[src/rtl/bitfield_pipe.sv]
// Two-stage ready/valid bit-field unit (cat, pad, bits, head, tail, optional rotate).
// Defining BITFIELD_ROTATE_EN enables the op-5 rotator; otherwise op 5 is reserved.
module bitfield_pipe #(
  parameter int IN_W  = 8,
  parameter int OUT_W = 16,
  localparam int SH_W = $clog2(IN_W) + 1
) (
  input  logic              clock,
  input  logic              reset,
  input  logic              io_in_valid,
  output logic              io_in_ready,
  input  logic [2:0]        io_in_op,
  input  logic              io_in_signed,
  input  logic [IN_W-1:0]   io_in_a,
  input  logic [IN_W-1:0]   io_in_b,
  input  logic [SH_W-1:0]   io_in_hi,
  input  logic [SH_W-1:0]   io_in_lo,
  output logic              io_out_valid,
  input  logic              io_out_ready,
  output logic [OUT_W-1:0]  io_out_bits,
  output logic              io_out_err,
  output logic              io_busy
);

  // One extra bit so field widths up to 2*IN_W are representable.
  localparam int FW_W = SH_W + 1;
  localparam logic [FW_W-1:0] IN_W_F  = FW_W'(IN_W);
  localparam logic [FW_W-1:0] CAT_W_F = FW_W'(2 * IN_W);

  logic              s1_v_q, s1_v_d;
  logic [2:0]        s1_op_q, s1_op_d;
  logic              s1_signed_q, s1_signed_d;
  logic [IN_W-1:0]   s1_a_q, s1_a_d;
  logic [IN_W-1:0]   s1_b_q, s1_b_d;
  logic [SH_W-1:0]   s1_hi_q, s1_hi_d;
  logic [SH_W-1:0]   s1_lo_q, s1_lo_d;
  logic              s2_v_q, s2_v_d;
  logic [OUT_W-1:0]  s2_bits_q, s2_bits_d;
  logic              s2_err_q, s2_err_d;

  logic              accept_s;
  logic              move_s;
  logic [OUT_W-1:0]  a_ext_s;
  logic [OUT_W-1:0]  val_s;
  logic [OUT_W-1:0]  mask_s;
  logic [OUT_W-1:0]  top_s;
  logic [OUT_W-1:0]  res_s;
  logic [FW_W-1:0]   fw_s;
  logic [FW_W-1:0]   hi_f_s;
  logic [FW_W-1:0]   lo_f_s;
  logic              sext_s;
  logic              sign_s;
  logic              err_s;

`ifdef BITFIELD_ROTATE_EN
  logic [SH_W-1:0]   rot_amt_s;
  logic [2*IN_W-1:0] rot_dbl_s;
  logic [IN_W-1:0]   rot_s;

  always_comb begin
    rot_amt_s = s1_lo_q % SH_W'(IN_W);
    rot_dbl_s = {s1_a_q, s1_a_q} << rot_amt_s;
    rot_s     = rot_dbl_s[2*IN_W-1:IN_W];
  end
`endif

  // Field extraction: val_s is right-justified raw data, fw_s its width.
  always_comb begin
    a_ext_s = OUT_W'(s1_a_q);
    hi_f_s  = {1'b0, s1_hi_q};
    lo_f_s  = {1'b0, s1_lo_q};
    val_s   = '0;
    fw_s    = '0;
    sext_s  = s1_signed_q;
    err_s   = 1'b0;
    case (s1_op_q)
      3'd0: begin
        val_s = OUT_W'({s1_a_q, s1_b_q});
        fw_s  = CAT_W_F;
      end
      3'd1: begin
        val_s = a_ext_s;
        fw_s  = IN_W_F;
      end
      3'd2: begin
        if ((hi_f_s < lo_f_s) || (hi_f_s >= IN_W_F)) begin
          err_s = 1'b1;
        end else begin
          val_s = a_ext_s >> s1_lo_q;
          fw_s  = hi_f_s - lo_f_s + FW_W'(1);
        end
      end
      3'd3: begin
        if ((lo_f_s == '0) || (lo_f_s > IN_W_F)) begin
          err_s = 1'b1;
        end else begin
          val_s = a_ext_s >> (IN_W_F - lo_f_s);
          fw_s  = lo_f_s;
        end
      end
      3'd4: begin
        if (lo_f_s >= IN_W_F) begin
          err_s = 1'b1;
        end else begin
          val_s = a_ext_s;
          fw_s  = IN_W_F - lo_f_s;
        end
      end
`ifdef BITFIELD_ROTATE_EN
      3'd5: begin
        val_s  = OUT_W'(rot_s);
        fw_s   = IN_W_F;
        sext_s = 1'b0;
      end
`endif
      default: begin
        err_s = 1'b1;
      end
    endcase

    // Sign bit is the top set bit of the width mask.
    mask_s = ~({OUT_W{1'b1}} << fw_s);
    top_s  = mask_s & ~(mask_s >> 1);
    sign_s = |(val_s & top_s);
    if (err_s) begin
      res_s = '0;
    end else if (sext_s && sign_s) begin
      res_s = (val_s & mask_s) | ~mask_s;
    end else begin
      res_s = val_s & mask_s;
    end
  end

  // Handshake and next-state for both stages.
  always_comb begin
    io_in_ready = !s1_v_q || !s2_v_q || io_out_ready;
    accept_s    = io_in_valid && io_in_ready;
    move_s      = s1_v_q && (!s2_v_q || io_out_ready);

    s1_op_d     = s1_op_q;
    s1_signed_d = s1_signed_q;
    s1_a_d      = s1_a_q;
    s1_b_d      = s1_b_q;
    s1_hi_d     = s1_hi_q;
    s1_lo_d     = s1_lo_q;
    if (accept_s) begin
      s1_v_d      = 1'b1;
      s1_op_d     = io_in_op;
      s1_signed_d = io_in_signed;
      s1_a_d      = io_in_a;
      s1_b_d      = io_in_b;
      s1_hi_d     = io_in_hi;
      s1_lo_d     = io_in_lo;
    end else if (move_s) begin
      s1_v_d = 1'b0;
    end else begin
      s1_v_d = s1_v_q;
    end

    s2_bits_d = s2_bits_q;
    s2_err_d  = s2_err_q;
    if (move_s) begin
      s2_v_d    = 1'b1;
      s2_bits_d = res_s;
      s2_err_d  = err_s;
    end else if (io_out_ready) begin
      s2_v_d = 1'b0;
    end else begin
      s2_v_d = s2_v_q;
    end
  end

  // Pipeline registers.
  always_ff @(posedge clock or posedge reset) begin
    if (reset) begin
      s1_v_q      <= 1'b0;
      s1_op_q     <= 3'd0;
      s1_signed_q <= 1'b0;
      s1_a_q      <= '0;
      s1_b_q      <= '0;
      s1_hi_q     <= '0;
      s1_lo_q     <= '0;
      s2_v_q      <= 1'b0;
      s2_bits_q   <= '0;
      s2_err_q    <= 1'b0;
    end else begin
      s1_v_q      <= s1_v_d;
      s1_op_q     <= s1_op_d;
      s1_signed_q <= s1_signed_d;
      s1_a_q      <= s1_a_d;
      s1_b_q      <= s1_b_d;
      s1_hi_q     <= s1_hi_d;
      s1_lo_q     <= s1_lo_d;
      s2_v_q      <= s2_v_d;
      s2_bits_q   <= s2_bits_d;
      s2_err_q    <= s2_err_d;
    end
  end

  assign io_out_valid = s2_v_q;
  assign io_out_bits  = s2_bits_q;
  assign io_out_err   = s2_err_q;
  assign io_busy      = s1_v_q || s2_v_q;

endmodule
[config.mk]
export PLATFORM = sky130hd
export DESIGN_NAME = bitfield_pipe
export DESIGN_NICKNAME = d
export VERILOG_FILES = /design/src/rtl/bitfield_pipe.sv
export SDC_FILE = /design/constraint.sdc
export NUM_CORES = 1
export LEC_CHECK = 0
export CORE_UTILIZATION = 49
export DETAILED_ROUTE_END_ITERATION = 6
export HOLD_SLACK_MARGIN = 0.15
export MAX_ROUTING_LAYER = met4
export PLACE_DENSITY = 0.85
export SYNTH_ARGS = -nofsm -noshare
export SYNTH_HDL_FRONTEND = slang
export SYNTH_SLANG_ARGS = --single-unit
[constraint.sdc]
create_clock -name clock -period 3.4 [get_ports clock]
set_clock_uncertainty 0.05 [all_clocks]
set_input_delay 0.51 -clock clock [delete_from_list [all_inputs] [get_ports clock]]
set_output_delay 0.51 -clock clock [all_outputs]
set_load 0.01 [all_outputs]
# ---- Yosys cells after proc, flatten, opt, wreduce, memory -nomap -nowiden
# Index checks and enable logic that the tools add are counted.
dict set report classes {
  bitwise_logic 7
  shift 3
  n_mux 18
  reduce_logical 17
  eq_ne 4
  magnitude_cmp 4
  n_addsub 3
}
# cell n
set ops {}
lappend ops {{one-hot mux 16 bit (5 select lines)} 1}
lappend ops {{2-to-1 mux 16 bit} 4}
lappend ops {{AND 16 bit} 3}
lappend ops {{NOT 16 bit} 2}
lappend ops {{one-hot mux 5 bit (5 select lines)} 1}
lappend ops {{NOT 15 -> 16 bit} 1}
lappend ops {{OR 16 bit} 1}
lappend ops {{OR reduction 16 bit} 1}
lappend ops {{<< shifter 16 x 5 -> 16 bit (first input constant)} 1}
lappend ops {{>> shifter 8 x 4 -> 16 bit} 1}
lappend ops {{>> shifter 8 x 5 -> 16 bit} 1}
lappend ops {{2-to-1 mux 5 bit} 2}
lappend ops {{greater-or-equal comparator 4 bit (second input constant)} 2}
lappend ops {{2-to-1 mux 8 bit} 1}
lappend ops {{2-to-1 mux 1 bit} 7}
lappend ops {{== test 3 x 2 -> 1 bit (second input constant)} 2}
lappend ops {{logical OR 1 bit} 6}
lappend ops {{adder 5 x 1 -> 5 bit (second input constant)} 1}
lappend ops {{subtractor 4 x 4 -> 5 bit} 1}
lappend ops {{subtractor 4 x 4 -> 5 bit (first input constant)} 1}
lappend ops {{greater-than comparator 4 bit (second input constant)} 1}
lappend ops {{zero test 4 bit} 1}
lappend ops {{less-than comparator 4 bit} 1}
lappend ops {{2-to-1 mux 4 bit} 1}
lappend ops {{8 further kinds} 12}
dict set report totals {
  input_bits 32
  ff_bits 47
  elab_cells 66
  out_inout_bits 20
}

# ---- Logic depth before layout (Yosys ltp)
dict set report logic_depth {
  depth_word 13
  depth_mapped 14
}

# ---- Worst setup path after synthesis
# No wires, ideal clock.
dict set report synth_timing {
  path_kind {register -> register}
  start {register s1_lo_q[2]}
  end {register s2_bits_q[7] (netlist: io_out_bits[7])}
  setup_ns 0.130
  setup_slack_ns -0.148
  required_time_ns 3.220
  arrival_ns 3.368
  stages_incl_launch_ff 15
  cell_sequence {dfrtp_1 > buf_6 > inv_1 > ha_1 > inv_1 > fa_1 > and3b_1 > or4_1 > a21o_1 > nand3_1 > nor3_1 > a221o_1 > o311ai_4 > buf_6 > o211ai_2}
}
dict set report synth_between {
  elab_chain_cells 13
  elab_cells_between_ends 35
  cone_classes {add/sub (3); order compare (3); shift (3); mux (14); bitwise (7); reduce/logical (5)}
}
# item line
set synth_rtl {}
lappend synth_rtl {{start, declared} 36} ;# logic [SH_W-1:0] s1_lo_q, s1_lo_d;
lappend synth_rtl {{start signal, assigned} 193} ;# s1_lo_q <= s1_lo_d;
lappend synth_rtl {{subtractor 4 x 4 -> 5 bit, or another cell as far along} 90} ;# fw_s = hi_f_s - lo_f_s + FW_W'(1);
lappend synth_rtl {{adder 5 x 1 -> 5 bit, or another cell as far along} 90}
lappend synth_rtl {{2-to-1 mux 5 bit / 2-to-1 mux 4 bit (equally long branches)} {86, 94}}
lappend synth_rtl {{one-hot mux 5 bit (5 select lines)} 76} ;# case (s1_op_q)
lappend synth_rtl {{<< shifter 16 x 5 -> 16 bit} 122} ;# mask_s = ~({OUT_W{1'b1}} << fw_s);
lappend synth_rtl {{NOT 16 bit} 122}
lappend synth_rtl {{NOT 15 -> 16 bit} 123} ;# top_s = mask_s & ~(mask_s >> 1);
lappend synth_rtl {{AND 16 bit} 123}
lappend synth_rtl {{AND 16 bit} 124} ;# sign_s = |(val_s & top_s);
lappend synth_rtl {{OR reduction 16 bit} 124}
lappend synth_rtl {{logical AND 1 bit} 127} ;# end else if (sext_s && sign_s) begin
lappend synth_rtl {{2-to-1 mux 16 bit} 127}
lappend synth_rtl {{2-to-1 mux 16 bit (*)} 125} ;# if (err_s) begin
lappend synth_rtl {{end signal, assigned} 195} ;# s2_bits_q <= s2_bits_d;
lappend synth_rtl {{end, declared} 38} ;# logic [OUT_W-1:0] s2_bits_q, s2_bits_d;
# Mark *: on every way between the ends. The rest lies on a longest branch, timed or not.
# A chain may end at the register's enable or synchronous reset.

# ---- Worst setup path in the final report
dict set report layout_timing {
  start {register s1_lo_q[2]}
  end {register s2_bits_q[3] (netlist: io_out_bits[3])}
}
# Same word-level chain as after synthesis.

==> summary.md <==
| Metric | Value |
|---|---|
| DRT iter0 DRCs | 289 |
| Post-Place Worst Slack | -0.0111 ns |
| Most common cell after layout, fill and taps aside | clkdlybuf4s50_1 |
| Avg Cell Area, Syn | 10.2 um2 |
| Post-DP HPWL | 6.53 mm |
| Die span in y | 84.9 um |
| Outcome | finished, violations left |
| Slew Viols, Final | 0 |
| Max-cap violations | 0 |
| Unique cell type count in the Yosys netlist | 70 |
| Power Density | 477 nW/um2 |
| N_diodes | 0 |
| Num ports | 52 |
| Multi-input gate area | 2100 um2 |
| Die area | 7210 um2 |
| Synth warnings | 0 |
| IO buf count | 51 |
| Failing checks | design-rule violations |
| CTS Hold Buffers Added | 0 |
| RSZ-0062 raised after global routing | yes |
| Tightest Pin Transition | 0.954 ns |
| Post-DRT Antenna Nets | 0 |
| Max Fanout on Critical Path | 5 |
| Drt total wl | 8.83 mm |
| CTS buffer count | 5 |
| Post-synthesis sequential element count | 47 |
| Final Hold Fails | 0 |
| CP Capture Type | flip-flop |
| Most frequent cells in the layout | clkdlybuf4s50_1, dfrtp_1, mux2_2 |
| Fmax achieved | 296 MHz |
| IR Drop Worst-Case VDD | 0.000267 V |
| DRT Pass-1 Iters | 7 |
| CTS tree | done |
| First-pass GRT wire length | 14.6 mm |
| PnR worst setup slack | 0.0214 ns |
| Nets@finish | 444 |
| Period utilisation layout | 0.994 |
| Vias in the first global route | 2931 |
| Core area | 6490 um2 |
| Worst-skew pair later-pin latency | 0.30 ns |
| Area grow syn2layout | 27.6% |
| Int Pwr | 1.28 mW |
| Power share of the sequential group | 0.358 |
| Reg area | 1180 um2 |
| GPL Wtd Cong | 0.947 |
| Critical Path Source Type | flip-flop |
| GR Util All Layers | 0.265 |
| Clk pwr share | 0.177 |
| Largest net degree at the start of global routing | 48 |
| Reg clk slew, reported paths | 0.09 ns |
| CP required | 3.54 ns |
| Final Instance Area | 4300 um2 |
| Longest Clk Path Bufs | 2 |
| Starting Density | 0.519 |
| Leakage | 1.83 nW |
| Worst Path Class, Setup | reg2reg |
| Syn Nets | 374 |
| Fillers | 517 |
| Sequential area share after synthesis | 0.349 |
| Row cnt | 29 |
| Mapped Area | 3370 um2 |
| Die W | 84.9 um |
| Async S/R FF share, synth | 1.00 |
| Cells after synthesis | 330 |
| Total clock sinks | 47 |
| Fin crit period | 3.38 ns |
| Gr ovfl total | 0 |
| Top_reg_cell synth | dfrtp_1 |
| Area after DPL | 4110 um2 |
| Avg WL per Cell | 18.5 um |
| EDFF count, synth | 0 |
| Sw frac | 0.374 |
| Worst Hold Class | reg2reg |
| Layout cell share with drive strength beyond 1 | 0.269 |
| WP data arrival | 3.52 ns |
| # DRC | 3 |
| Initial antenna violation count | 0 |
| Final setup violation count | 0 |
| CTS HTree Levels | 2 |
| Switching power | 767 uW |
| Logic pwr share | 0.465 |
| Via count | 2982 |
| Via density per instance | 6.24 |
| Slew margin rel. | 0.363 |
| Root buf cell | clkbuf_8 |
-- sequential cells by signal, summed over array words and instances (netlist names) --
name and cells:
s1_op_q 3, s1_lo_q 4, s1_v_q 1, s1_signed_q 1, s1_b_q 8, io_out_valid 1
s1_hi_q 4, s1_a_q 8, io_out_err 1, io_out_bits 16
-- per-layer routing --
metal  global-route usage  vias up  share of wire
met5                    -        -              0
met4                0.103        0          0.026
met3               0.0428       21          0.059
met2                0.417      141           0.48
met1                0.344     1427           0.44
li1                     -     1393              -
-- repair_timing --
action	in CTS	in global routing
pin swaps	0	7
buffers inserted	0	5
endpoints found under the setup margin	9	15
gates resized for setup	1	16
cloned	0	1
-- kinds of logic after synthesis --
family,synth area share
adders and majority gates,0.0490
AOI/OAI and AO/OA,0.212
and+or+nand+nor,0.148
xor gates and xnor gates,0.00743
muxes,0.185
DFF,0.349
buffers and inverters,0.0494
-- final timing paths --
kind,startpoint,endpoint,slack [ns],depth (start not counted)
max,s1_lo_q[2],io_out_bits[3],0.02,12
min,io_out_bits[4],io_out_bits[4],0.45,2
max reg2reg,s1_lo_q[2],io_out_bits[3],0.02,12
min reg2reg,io_out_bits[4],io_out_bits[4],0.45,2
max in group asynchronous,reset,s1_lo_q[0],2.01,2
min in group asynchronous,reset,io_out_bits[1],0.68,2
-- through the flow --
step	setup TNS, ns	total power [mW]	hold slack, ns	util	instances
global placement	0	1.62	0.429	0.633	464
CTS	0	2.01	0.454	0.648	472
detailed placement	-0.0111	1.65	0.433	0.633	464
floorplan	0	1.33	0.429	-	330
finish	0	2.05	0.448	0.662	478
global route	-0.762	2.17	0.481	0.662	478
-- synthesized netlist by cell type, drive strengths merged, types with 4 or more instances --
cell type	number	area, um2
nand2	23	86.3
o21ai	20	104
nor2b	5	31.3
mux2i	15	150
ha	10	125
nand3	7	35.0
or4	4	30.0
nor3	4	20.0
o32a	4	40.0
inv	13	48.8
a21oi	4	20.0
a221oi	4	41.3
a32oi	4	35.0
buf	12	87.6
nor2	18	67.6
o211ai	11	97.6
or2	4	25.0
nand3b	4	30.0
nand2b	6	37.5
mux2	37	428
clkbuf	8	30.0
dfrtp	47	1180
a22oi	8	60.1
-- power groups by stage --
stage	sequential, mW	clock, mW	combinational [mW]
floorplan	0.716	0	0.617
global placement	0.736	0	0.883
detailed placement	0.740	0	0.907
CTS	0.731	0.369	0.910
global route	0.742	0.391	1.04
finish	0.733	0.362	0.953
-- final cells by class --
class | count | area share
inverters | 13 | 0.0119
multi-input cells | 250 | 0.490
clock inverters | 1 | 0.00204
clock buffers | 7 | 0.0201
repair buffers | 83 | 0.180
well taps | 77 | 0.0224
flip-flops and latches | 47 | 0.274
-- worst max-delay path, stage by stage, from the launching register on --
cell	delay, ns
dfrtp_1	0.42
inv_4	0.08
ha_4	0.12
inv_2	0.03
fa_1	0.50
and3b_1	0.19
or4_1	0.47
a21o_1	0.24
and3_4	0.19
a221o_1	0.36
o311ai_4	0.34
buf_6	0.20
o211ai_2	0.07
(Power assumes the default switching activity.)
